[config.mk]
export PLATFORM = sky130hd
export DESIGN_NAME = z80fi_insn_recorder
export DESIGN_NICKNAME = d
export VERILOG_FILES = /design/src/rtl/z80fi_rec_pkg.sv /design/src/rtl/z80fi_mcycle_slot.sv /design/src/rtl/z80fi_insn_recorder.sv
export SDC_FILE = /design/constraint.sdc
export NUM_CORES = 1
export LEC_CHECK = 0
export BUFFER_PORTS_ARGS = -buffer_cell sky130_fd_sc_hd__buf_2
export CORE_ASPECT_RATIO = 1.4
export CORE_MARGIN = 2
export CORE_UTILIZATION = 55
export CTS_CLUSTER_SIZE = 20
export DETAILED_ROUTE_END_ITERATION = 12
export HOLD_SLACK_MARGIN = 0.1
export PLACE_DENSITY_LB_ADDON = 0.3
export SLEW_MARGIN = 20
export SYNTH_ARGS = -nofsm -noshare
export SYNTH_HDL_FRONTEND = slang
export SYNTH_SLANG_ARGS = --single-unit
[constraint.sdc]
create_clock -name clk -period 2.8 [get_ports clk]
set_input_delay 0.56 -clock clk [delete_from_list [all_inputs] [get_ports clk]]
set_output_delay 0.56 -clock clk [all_outputs]
set_load 0.005 [all_outputs]
[src/rtl/z80fi_rec_pkg.sv]
// Shared types for the z80fi instruction recorder: M-cycle codes, FSM states, slot payload.
// Optional error reporting is enabled with the Z80FI_REC_ERR_EN macro.
package z80fi_rec_pkg;

  localparam int unsigned CYCLE_W          = 3;
  localparam int unsigned DEF_MAX_MCYCLES  = 4;
  localparam int unsigned DEF_MAX_INSN_LEN = 4;
  localparam int unsigned DEF_TCYC_W       = 4;

  typedef enum logic [CYCLE_W-1:0] {
    CYCLE_M1       = 3'd1,
    CYCLE_MEMRD    = 3'd2,
    CYCLE_MEMWR    = 3'd3,
    CYCLE_IORD     = 3'd4,
    CYCLE_IOWR     = 3'd5,
    CYCLE_EXTENDED = 3'd6,
    CYCLE_NONE     = 3'd7
  } cycle_e;

  typedef logic [1:0] rec_state_t;
  localparam rec_state_t ST_IDLE = 2'd0;
  localparam rec_state_t ST_REC  = 2'd1;
  localparam rec_state_t ST_RET  = 2'd2;

  typedef struct packed {
    logic [CYCLE_W-1:0]    mtype;
    logic [DEF_TCYC_W-1:0] tcycles;
  } slot_t;

endpackage

[src/rtl/z80fi_mcycle_slot.sv]
// One recorded M-cycle slot: type plus saturating T-state counter.
// sat_c exists only when Z80FI_REC_ERR_EN is defined.
module z80fi_mcycle_slot
  import z80fi_rec_pkg::*;
#(
  parameter int unsigned TCYC_W = DEF_TCYC_W
) (
  input  logic               clk,
  input  logic               reset_n,
  input  logic               clear,
  input  logic               load,
  input  logic               tick,
  input  logic [CYCLE_W-1:0] load_type,
  output logic [CYCLE_W-1:0] snap_type_c,
  output logic [TCYC_W-1:0]  snap_tcycles_c
`ifdef Z80FI_REC_ERR_EN
  ,
  output logic               sat_c
`endif
);

  localparam logic [TCYC_W-1:0] TCYC_MAX = '1;

  logic [CYCLE_W-1:0] mtype_q;
  logic [TCYC_W-1:0]  tcyc_q;
  logic [TCYC_W-1:0]  tcyc_ticked;

  // Snapshot reflects this clk's tick; a load only shows when it belongs to the same record.
  always_comb begin
    tcyc_ticked = tcyc_q;
    if (tick && (tcyc_q != TCYC_MAX)) tcyc_ticked = tcyc_q + TCYC_W'(1);
    snap_type_c    = mtype_q;
    snap_tcycles_c = tcyc_ticked;
    if (load && !clear) begin
      snap_type_c    = load_type;
      snap_tcycles_c = TCYC_W'(1);
    end
  end

`ifdef Z80FI_REC_ERR_EN
  assign sat_c = tick && (tcyc_q == TCYC_MAX);
`endif

  always_ff @(posedge clk) begin
    if (!reset_n) begin
      mtype_q <= CYCLE_W'(CYCLE_NONE);
      tcyc_q  <= '0;
    end else if (load) begin
      mtype_q <= load_type;
      tcyc_q  <= TCYC_W'(1);
    end else if (clear) begin
      mtype_q <= CYCLE_W'(CYCLE_NONE);
      tcyc_q  <= '0;
    end else begin
      tcyc_q  <= tcyc_ticked;
    end
  end

endmodule

[src/rtl/z80fi_insn_recorder.sv]
// Assembles one retirement record per instruction from core fetch/M-cycle events.
// Define Z80FI_REC_ERR_EN to add the z80fi_rec_err overflow/protocol flag.
module z80fi_insn_recorder
  import z80fi_rec_pkg::*;
#(
  parameter int unsigned MAX_MCYCLES  = DEF_MAX_MCYCLES,
  parameter int unsigned MAX_INSN_LEN = DEF_MAX_INSN_LEN,
  parameter int unsigned TCYC_W       = DEF_TCYC_W
) (
  input  logic                                  clk,
  input  logic                                  reset_n,
  input  logic                                  insn_start,
  input  logic                                  insn_done,
  input  logic                                  mcycle_start,
  input  logic [CYCLE_W-1:0]                    mcycle_type,
  input  logic                                  fetch_strobe,
  input  logic [7:0]                            fetch_data,
  output logic                                  z80fi_valid,
  output logic [8*MAX_INSN_LEN-1:0]             z80fi_insn,
  output logic [$clog2(MAX_INSN_LEN+1)-1:0]     z80fi_insn_len,
  output logic [MAX_MCYCLES*CYCLE_W-1:0]        z80fi_mcycle_type,
  output logic [MAX_MCYCLES*TCYC_W-1:0]         z80fi_tcycles
`ifdef Z80FI_REC_ERR_EN
  ,
  output logic                                  z80fi_rec_err
`endif
);

  localparam int unsigned LEN_W = $clog2(MAX_INSN_LEN+1);
  localparam int unsigned IDX_W = $clog2(MAX_MCYCLES+1);

  rec_state_t state, state_nxt;

  logic [IDX_W-1:0] idx_q;
  logic             mc_ovf_q;
  logic [LEN_W-1:0] len_q;
  logic [7:0]       byte_q [MAX_INSN_LEN];

  logic             rec, evt_ok, done_act;
  logic [IDX_W-1:0] base_idx;
  logic             base_ovf;
  logic [LEN_W-1:0] base_len;
  logic             mc_take, mc_drop, fb_take, fb_old, old_tick_en;

  logic [MAX_MCYCLES-1:0]             load_v, tick_v;
  logic [MAX_MCYCLES*CYCLE_W-1:0]     snap_types;
  logic [MAX_MCYCLES*TCYC_W-1:0]      snap_tcycles;
  logic [8*MAX_INSN_LEN-1:0]          snap_insn;
  logic [LEN_W-1:0]                   snap_len;

  always_ff @(posedge clk) begin
    if (!reset_n) state <= ST_IDLE;
    else          state <= state_nxt;
  end

  always_comb begin
    state_nxt = state;
    case (state)
      ST_IDLE: if (insn_start) state_nxt = ST_REC;
      ST_REC: begin
        if (insn_start)     state_nxt = ST_REC;
        else if (insn_done) state_nxt = ST_RET;
      end
      ST_RET:  state_nxt = insn_start ? ST_REC : ST_IDLE;
      default: state_nxt = ST_IDLE;
    endcase
  end

  // insn_start redirects same-clk events to a fresh record; the old record still gets its tick.
  always_comb begin
    rec         = (state == ST_REC);
    evt_ok      = rec || insn_start;
    done_act    = rec && insn_done;
    base_idx    = insn_start ? '0 : idx_q;
    base_ovf    = insn_start ? 1'b0 : mc_ovf_q;
    base_len    = insn_start ? '0 : len_q;
    mc_take     = evt_ok && mcycle_start && !base_ovf && (base_idx < IDX_W'(MAX_MCYCLES));
    mc_drop     = evt_ok && mcycle_start && !mc_take;
    fb_take     = evt_ok && fetch_strobe && (base_len < LEN_W'(MAX_INSN_LEN));
    fb_old      = fb_take && !insn_start;
    old_tick_en = rec && !mc_ovf_q && (insn_start || !mcycle_start);
  end

`ifdef Z80FI_REC_ERR_EN
  logic [MAX_MCYCLES-1:0] sat_v;
`endif

  for (genvar g = 0; g < MAX_MCYCLES; g++) begin : g_slot
    assign load_v[g] = mc_take && (base_idx == IDX_W'(g));
    assign tick_v[g] = old_tick_en && (idx_q == IDX_W'(g + 1));

    z80fi_mcycle_slot #(
      .TCYC_W (TCYC_W)
    ) u_slot (
      .clk            (clk),
      .reset_n        (reset_n),
      .clear          (insn_start),
      .load           (load_v[g]),
      .tick           (tick_v[g]),
      .load_type      (mcycle_type),
      .snap_type_c    (snap_types[g*CYCLE_W +: CYCLE_W]),
      .snap_tcycles_c (snap_tcycles[g*TCYC_W +: TCYC_W])
`ifdef Z80FI_REC_ERR_EN
      ,
      .sat_c          (sat_v[g])
`endif
    );
  end

  always_comb begin
    snap_insn = '0;
    for (int k = 0; k < MAX_INSN_LEN; k++) begin
      snap_insn[8*k +: 8] = byte_q[k];
      if (fb_old && (len_q == LEN_W'(k))) snap_insn[8*k +: 8] = fetch_data;
    end
    snap_len = fb_old ? len_q + LEN_W'(1) : len_q;
  end

  // Working record: slot index, overflow latch and opcode byte buffer.
  always_ff @(posedge clk) begin
    if (!reset_n) begin
      idx_q    <= '0;
      mc_ovf_q <= 1'b0;
      len_q    <= '0;
      for (int k = 0; k < MAX_INSN_LEN; k++) byte_q[k] <= '0;
    end else begin
      if (insn_start) begin
        idx_q    <= '0;
        mc_ovf_q <= 1'b0;
        len_q    <= '0;
      end
      if (mc_take) idx_q <= base_idx + IDX_W'(1);
      if (mc_drop) mc_ovf_q <= 1'b1;
      if (fb_take) len_q <= base_len + LEN_W'(1);
      for (int k = 0; k < MAX_INSN_LEN; k++) begin
        if (fb_take && (base_len == LEN_W'(k))) byte_q[k] <= fetch_data;
        else if (insn_start)                    byte_q[k] <= '0;
      end
    end
  end

  always_ff @(posedge clk) begin
    if (!reset_n) begin
      z80fi_valid       <= 1'b0;
      z80fi_insn        <= '0;
      z80fi_insn_len    <= '0;
      z80fi_mcycle_type <= {MAX_MCYCLES{CYCLE_W'(CYCLE_NONE)}};
      z80fi_tcycles     <= '0;
    end else begin
      z80fi_valid <= done_act;
      if (done_act) begin
        z80fi_insn        <= snap_insn;
        z80fi_insn_len    <= snap_len;
        z80fi_mcycle_type <= snap_types;
        z80fi_tcycles     <= snap_tcycles;
      end
    end
  end

`ifdef Z80FI_REC_ERR_EN
  logic err_q, err_snap, fb_drop;

  always_comb begin
    fb_drop  = evt_ok && fetch_strobe && !fb_take;
    err_snap = err_q || (|sat_v) || mc_drop || fb_drop;
  end

  // A fresh record starts flagged if its first clk carried no mcycle_start.
  always_ff @(posedge clk) begin
    if (!reset_n) begin
      err_q         <= 1'b0;
      z80fi_rec_err <= 1'b0;
    end else begin
      if (insn_start) err_q <= !mcycle_start;
      else if (rec)   err_q <= err_snap;
      z80fi_rec_err <= done_act ? err_snap : (rec && insn_start);
    end
  end
`endif

endmodule

* Word level (Yosys, flattened, before mapping)
Memories as Yosys holds them, arrays and structs flattened. A register that Yosys moved wholly into a read port is not among the register bits.
Cells that the tools add are included.
** Storage, ports and cells
- Register bits after elaboration :: 128
- Bits in writable memories :: 32
- Input bits :: 17
- Word-level logic and storage cells :: 202
- Memories :: 1
** Memories
- byte_q :: depth 4, bits a word 8, read ports 4, clocked after memory_dff 3, wr ports 4, line z80fi_insn_recorder.sv:37 : logic [7:0] byte_q [MAX_INSN_LEN];
** Operators by class
- Add/sub/neg operators :: 7
- Order comparisons :: 2
- Equality and inequality tests :: 21
- Multiplexer cells :: 78
- Bitwise operators :: 9
- Reductions and logical operators :: 57
** Operator list (count)
- 2-to-1 mux 8 bit :: 15
- 2-to-1 mux 3 bit :: 14
- 2-to-1 mux 1 bit :: 37
- logical AND 1 bit :: 34
- 2-to-1 mux 4 bit :: 8
- equality test 3 x 2 -> 1 bit (second input constant) :: 8
- adder 4 x 1 -> 4 bit (second input constant) :: 4
- != test 4 bit (second input constant) :: 4
- equality test 3 x 1 -> 1 bit (second input constant) :: 4
- OR reduction 3 bit :: 4
- adder 3 x 1 -> 3 bit (second input constant) :: 3
- logical NOT 3 bit :: 3
- logical NOT 1 bit :: 8
- OR 1 bit :: 8
- nonzero test 2 bit :: 4
- < comparator 3 bit (second input constant) :: 2
- 2-to-1 mux 2 bit :: 3
- case mux 2 bit (3 select lines) :: 1
- equality test 3 bit (second input constant) :: 1
- != test 3 bit (second input constant) :: 1
- equality test 2 x 1 -> 1 bit (second input constant) :: 1
- equality test 2 bit (second input constant) :: 1
- logical NOT 2 bit :: 1
- logical OR 1 bit :: 2
- 3 further kinds :: 3

* Longest topological paths before layout
Gate-level depths: netlist of run 1.
- Depth after elaboration :: 10
- Mapped depth :: 9

* Cells and area by module
From an unflattened synthesis of run 1, not the netlist that was laid out.
** Second synthesis, totals
- Cell total of the unflattened synthesis :: 729
- Area total of the unflattened synthesis :: 6924.1 um2
** Modules (own cells, without submodules)
- z80fi_insn_recorder :: instances 1, cells each 525, area each 5162.5 um2, sequential area each 2962.8 um2
- z80fi_mcycle_slot :: instances 4, cells each 51, area each 440.4 um2, sequential area each 140.1 um2

* Worst setup path before layout of run 1
No wires, ideal clock.
- Path kind :: input to register
- Start point :: input port insn_start
- End point :: memory byte_q[3][0] (enable)
- Setup time :: 0.304 ns
- Data arrival time :: 2.065 ns
- Required time :: 2.496 ns
- Path slack :: 0.431 ns
- Stages on the path :: 7
- Path buffers :: 3
- Path through :: clkbuf_1 > clkbuf_1 > nor3_1 > ha_1 > o211ai_1 > clkbuf_1 > nand2_1
** RTL lines
- start: declaration :: line z80fi_insn_recorder.sv:12 : input logic insn_start,
- end: declaration :: line z80fi_insn_recorder.sv:37

==> run summary, run 1 <==
crit-path max cell delay: 410 ps
critical path capture point type: flip-flop
Syn Inst Count: 636
status: finished, final reports clean
fin area: 7450 µm²
total CTS buffers: 17
WP data arrival: 2230 ps
clock sink total: 152
Die ar.: 12400 µm²
CP delay by family, top: simple AND/OR/NAND/NOR gates
Filler Cells Inserted: 956
RSZ-0062 raised after global routing: no
DRC Markers: 0
register area: 3520 µm²
worst hold path class: in -> reg
GRT Overall Usage: 0.247
worst slew pin tran: 564 ps
DR WL/cell: 16.9 µm
endpoints failing setup: 0
vias in the first global route: 4878
antenna cell count: 0
Synth warnings: 0
postcts setup bufs: 0
effective utilization at floorplan: 0.562
sequential fraction of the synthesis area: 0.556
gp weighted congestion: 0.834
Vias/cell: 5.71
share of the synthesized area in the top cell type: 0.328
chip height: 131 µm
Startpoint Class: flip-flop
Rel. slew slack: 0.622
Initial DRC Count: 299
DP HPWL: 10.1 mm
Mapped Avg Cell Area: 9.97 µm²
Clock transition at path regs: 60 ps
crit-path max FO: 12
Synth Cell Area: 6340 µm²
P per Cell Area: 654 nW/µm²
Final Max Tran Viols: 0
core area: 11300 µm²
EDFF count, synth: 48
post-CTS sizing: 0
Max-cap violations: 0
Area contributors post-synth: dfxtp_1, edfxtp_1, a21oi_1, nand2_1, mux2_2
Max Buffers Root-to-Sink: 2
H-tree levels: 4
DIE WIDTH: 94.8 µm
multi-input logic area: 2610 µm²
area growth from synthesis to layout: 17.5%
largest area contributor in the netlist: dfxtp_1
slowest cell on the critical path: dfxtp_1
Crit path required time: 2890 ps
CP bufs+invs: 0
grt ovf: 0
Top FF cell, synth: dfxtp_1
hold buffer count at CTS: 0
layout cells sized above 1: 0.221
Pleak: 0.00302 µW
largest net degree at the start of global routing: 65
Top Ports: 81
most frequent cells after synthesis: dfxtp_1, nand2_1, a21oi_1, nor3_1, edfxtp_1
Worst Skew: 6.77 ps
CTS Root Cell: clkbuf_16
FP Rows: 46
NumNets Final: 737
final wirelength: 14.6 mm
Skew-Pair Late Insertion Delay: 420 ps
count leader, synth: dfxtp_1
Yosys cell types: 52
fraction of registers with async set/reset: 0
CTS tree: built
cell breakdown of the critical path: nor3b_2 > nand2_1 > nor3_1 > nand2b_1
Power Total: 4870 µW
Synth Net Count: 665
Final Hold Viols: 0
Tcrit/Tclk final: 0.766
VDD IR max: 0.000379 V
drt first pass iters: 6
antenna-violating nets left: 0
# port buffers: 80
dpl cell area: 6860 µm²
via count: 4943
initial antenna violation count: 1
crit path time final: 2140 ps
sum of negative setup slack: 0 ps
Yosys reg bits: 152
Max Fclk: 0.466 GHz
Crit Path Class: reg -> reg
first-pass GRT wire length: 23.4 mm
-- worst paths after layout --
| check | start | endpoint | slack, ps | cells past startpoint |
|---|---|---|---|---|
| worst max-delay path | state[0]$_SDFFE_PN0P_ | byte_q[2][2]$_SDFFCE_PN0P_ | 660 | 4 |
| worst min-delay path | fetch_data[4] | flip-flop | 350 | 1 |
| worst max register to register | state[0]$_SDFFE_PN0P_ | byte_q[2][2]$_SDFFCE_PN0P_ | 660 | 4 |
| worst min register to register | z80fi_tcycles[3]$_SDFFE_PN0P_ | z80fi_tcycles[3]$_SDFFE_PN0P_ | 450 | 2 |
-- where the power goes --
group	internal, µW	leakage, µW	total (µW)	switching (µW)
Sequential	2330	0.00136	2360	31.5
Clock	1380	0.000282	2260	876
Combinational	81.7	0.00138	255	173
-- logic make-up after synthesis --
kind of cell,Yosys count,share of synthesized area
xor+xnor,12,0.0166
compound gates,124,0.112
mux,41,0.0694
fa+ha+maj,12,0.0237
buf+inv,53,0.0331
simple gates,242,0.190
flops,152,0.556
-- routing by layer --
metal	share of wire	track usage
met5	0	0
met4	0.032	0.134
met3	0.048	0.0543
met2	0.54	0.449
met1	0.38	0.263
-- layout by cell type (no fill, tap or decap), drive strengths merged, types with 12 or more instances in the layout --
| master | instances |
|---|---|
| a21oi | 66 |
| buf | 90 |
| o21ai | 23 |
| inv | 18 |
| ha | 12 |
| dfxtp | 104 |
| mux2 | 24 |
| nor2 | 34 |
| a31oi | 14 |
| nand2b | 12 |
| edfxtp | 48 |
| clkbuf | 21 |
| nand2 | 90 |
| mux2i | 17 |
| nor3 | 54 |
-- through the flow --
step                worst slack, ps   util  hold slack, ps  cells
floorplan                       431      -             434    636
global placement                560  0.608             434    833
detailed placement              438  0.608             444    833
CTS                             679  0.660             341    865
global route                    460  0.660             346    865
finish                          656  0.660             353    865
-- area by class of cell --
type,instances,share of cell area
Clock buffer,21,0.0631
Clock inverter,11,0.0161
Inverter,16,0.00806
Multi-Input combinational cell,431,0.350
Sequential cell,152,0.473
Tap cell,144,0.0242
Timing Repair Buffer,90,0.0655
No activity file was read; power rests on OpenSTA's default activity.
==> inputs of run 2 (changes only) <==
Settings changed: ABC_AREA set to 1.
Clock period 2.8 ns to 2.1 ns, I/O delays scaled along.
==> run 2 against run 1 <==
Effect of this change:
- register-to-register slack worse by 420 ps
- highest routed layer unchanged
- fmax rose by 15%
- first-iteration DRC count down 11%
- clock-buffer cell count up 1
- worst setup slack lost 420 ps
- final area is 6.7% higher
- clock skew decreased by 1.5 ps
- non-clock buffer count up 8
- via count is 13% higher
==> run summary, run 2 <==
status: finished, final reports clean
FP Rows: 47 (+2.2%)
WP data arrival: 2180 ps (-50 ps)
worst hold path class: in -> reg
Crit Path Class: reg -> reg
worst hold margin: 217 ps (-136 ps)
Final Max Tran Viols: 0 (unchanged)
Pleak: 0.00351 µW (+16%)
most frequent cells in the layout: nand2_1, inv_1, dfxtp_1, buf_2, o21ai_0
sum of negative setup slack: 0 ps (unchanged)
hold buffer count at CTS: 0 (unchanged)
Startpoint Class: flip-flop
r2r startpoint: idx_q[1]$_SDFF_PN0_
drt first pass iters: 5 (-1)
DIE WIDTH: 97.4 µm (+2.8%)
Layout Cells excl Fill: 1069 (+24%)
Final Hold Viols: 0 (unchanged)
clock sink total: 152 (unchanged)
crit path time final: 1870 ps (-275 ps)
Area contributors post-synth: dfxtp_1, edfxtp_1, nand2_1, inv_1, o21ai_0
Mapped Avg Cell Area: 8.17 µm² (-18%)
Top FF cell, synth: dfxtp_1
NumNets Final: 938 (+27%)
# port buffers: 80 (unchanged)
area growth from synthesis to layout: 18.2%
Max Fclk: 0.535 GHz (+15%)
Crit path required time: 2410 ps (-480 ps)
endpoints failing setup: 0 (unchanged)
P per Cell Area: 868 nW/µm² (+33%)
crit-path max FO: 6 (-6)
Initial DRC Count: 267 (-11%)
DR WL/cell: 14.4 µm (-15%)
GRT Overall Usage: 0.243 (-0.00359)
most common cell after layout, fill and taps aside: nand2_1
largest area contributor in the netlist: dfxtp_1
hold path start: fetch_data[5]
Max-cap violations: 0 (unchanged)
Vias/cell: 5.25 (-8.2%)
initial antenna violation count: 0 (-1)
Power Total: 6900 µW (+42%)
Tcrit/Tclk final: 0.890 (+0.124)
Die ar.: 13100 µm² (+5.8%)
effective utilization at floorplan: 0.566 (+0.00382)
DP Cell Count: 1037 (+24%)
Synth Cell Area: 6720 µm² (+6.0%)
Max Buffers Root-to-Sink: 2 (unchanged)
DRC Markers: 0 (unchanged)
final core utilization: 0.669 (+0.00877)
CTS tree: built
Top Ports: 81 (unchanged)
share of the synthesized area in the top cell type: 0.310 (-0.0186)
antenna cell count: 0 (unchanged)
post-CTS sizing: 0 (unchanged)
Yosys reg bits: 152 (unchanged)
Synth Net Count: 852 (+28%)
Yosys cell types: 34 (-35%)
critical path capture point type: flip-flop
chip height: 135 µm (+2.9%)
grt ovf: 0 (unchanged)
core area: 11900 µm² (+5.3%)
Synth warnings: 0 (unchanged)
final wirelength: 15.4 mm (+5.2%)
Filler Cells Inserted: 987 (+3.2%)
Worst Skew: 5.30 ps (-1.47 ps)
H-tree levels: 4 (unchanged)
Crit. Startpoint: idx_q[1]$_SDFF_PN0_
RSZ-0062 raised after global routing: no
most frequent cells after synthesis: nand2_1, inv_1, dfxtp_1, o21ai_0, nand3_1
largest net degree at the start of global routing: 49 (-25%)
Syn Inst Count: 823 (+29%)
worst slew pin tran: 492 ps (-72.5 ps)
postcts setup bufs: 0 (unchanged)
CTS Root Cell: clkbuf_16
first-pass GRT wire length: 25.5 mm (+9.3%)
Clock transition at path regs: 60 ps (about the same)
sequential fraction of the synthesis area: 0.524 (-0.0315)
layout cells sized above 1: 0.178 (-0.0427)
EDFF count, synth: 48 (unchanged)
Rel. slew slack: 0.672 (+0.0496)
gp weighted congestion: 0.908 (+8.9%)
count leader, synth: nand2_1
fraction of registers with async set/reset: 0 (unchanged)
Skew-Pair Late Insertion Delay: 410 ps (about the same)
via count: 5609 (+13%)
DP HPWL: 11.1 mm (+9.7%)
total CTS buffers: 17 (unchanged)
antenna-violating nets left: 0 (unchanged)
vias in the first global route: 5386 (+10%)
VDD IR max: 0.000590 V (+56%)
[run 2: cell count changes after synthesis, sizes merged, moves of 6 or more]
cell    before  now
nor3        54    8
inv         15  116
mux2i       17    0
mux2        24    0
o21ai       23   77
nor4         9    0
a31oi       14    1
nor2b        8    0
buf         10   16
nand2       90  179
nor2        34   74
clkbuf      27   15
nand3       10   73
nand2b      12    0
[run 2: stage by stage]
stage | worst slack (ps) | area, µm²
4_1_cts | 207 | 7950
3_3_place_gp | 178 | 7320
5_1_grt | 38.0 | 7950
2_1_floorplan | 115 | 6720
6_report | 231 | 7950
3_5_place_dp | 127 | 7320
[run 2: cell type report]
class / count / area [µm²] / area share
Inverter: 117 / 443 / 0.0557
Clock inverter: 10 / 135 / 0.0170
Timing Repair Buffer: 98 / 548 / 0.0689
Multi-Input combinational cell: 523 / 2620 / 0.330
Sequential cell: 152 / 3520 / 0.443
Tap cell: 147 / 184 / 0.0231
Clock buffer: 22 / 497 / 0.0625
[run 2: path summary, 6_finish.rpt]
path	to	slack, ps	cells after the start
max	g_slot[1].u_slot.mtype_q[2]$_SDFFE_PN1P_	230	10
max reg2reg	g_slot[1].u_slot.mtype_q[2]$_SDFFE_PN1P_	230	10
min	flip-flop	220	1
min reg2reg	flip-flop	450	2
[run 2: power breakdown]
part | internal, µW | total [µW] | switching, µW
logic | 171 | 501 | 330
registers | 3140 | 3200 | 54.2
clock network | 2040 | 3210 | 1160
total | 5350 | 6900 | 1550
[run 2: kinds of logic after synthesis]
family          after synthesis  synth area share
flops                       152             0.524
xor+xnor                      8            0.0104
simple gates                341             0.228
fa+ha+maj                    12            0.0223
buf+inv                     148            0.0871
compound gates              162             0.128
[run 2: worst max-delay path, cell delays in order (launching register included)]
cell      delay (ps)
dfxtp_1          450
inv_1            120
nor2_1           190
inv_1            100
ha_1             200
inv_1             90
nor2_4            60
nor2_1           130
clkinv_2         150
o21ai_0          210
inv_1             50
[run 2: per-layer routing]
metal / wire length (µm) / track usage / part of all wire / vias up
li1: - / - / - / 2856
met1: 6050 / 0.262 / 0.39 / 2596
met2: 8390 / 0.466 / 0.55 / 130
met3: 603 / 0.0466 / 0.039 / 27
met4: 340 / 0.0941 / 0.022 / 0
met5: 0 / 0 / 0 / -
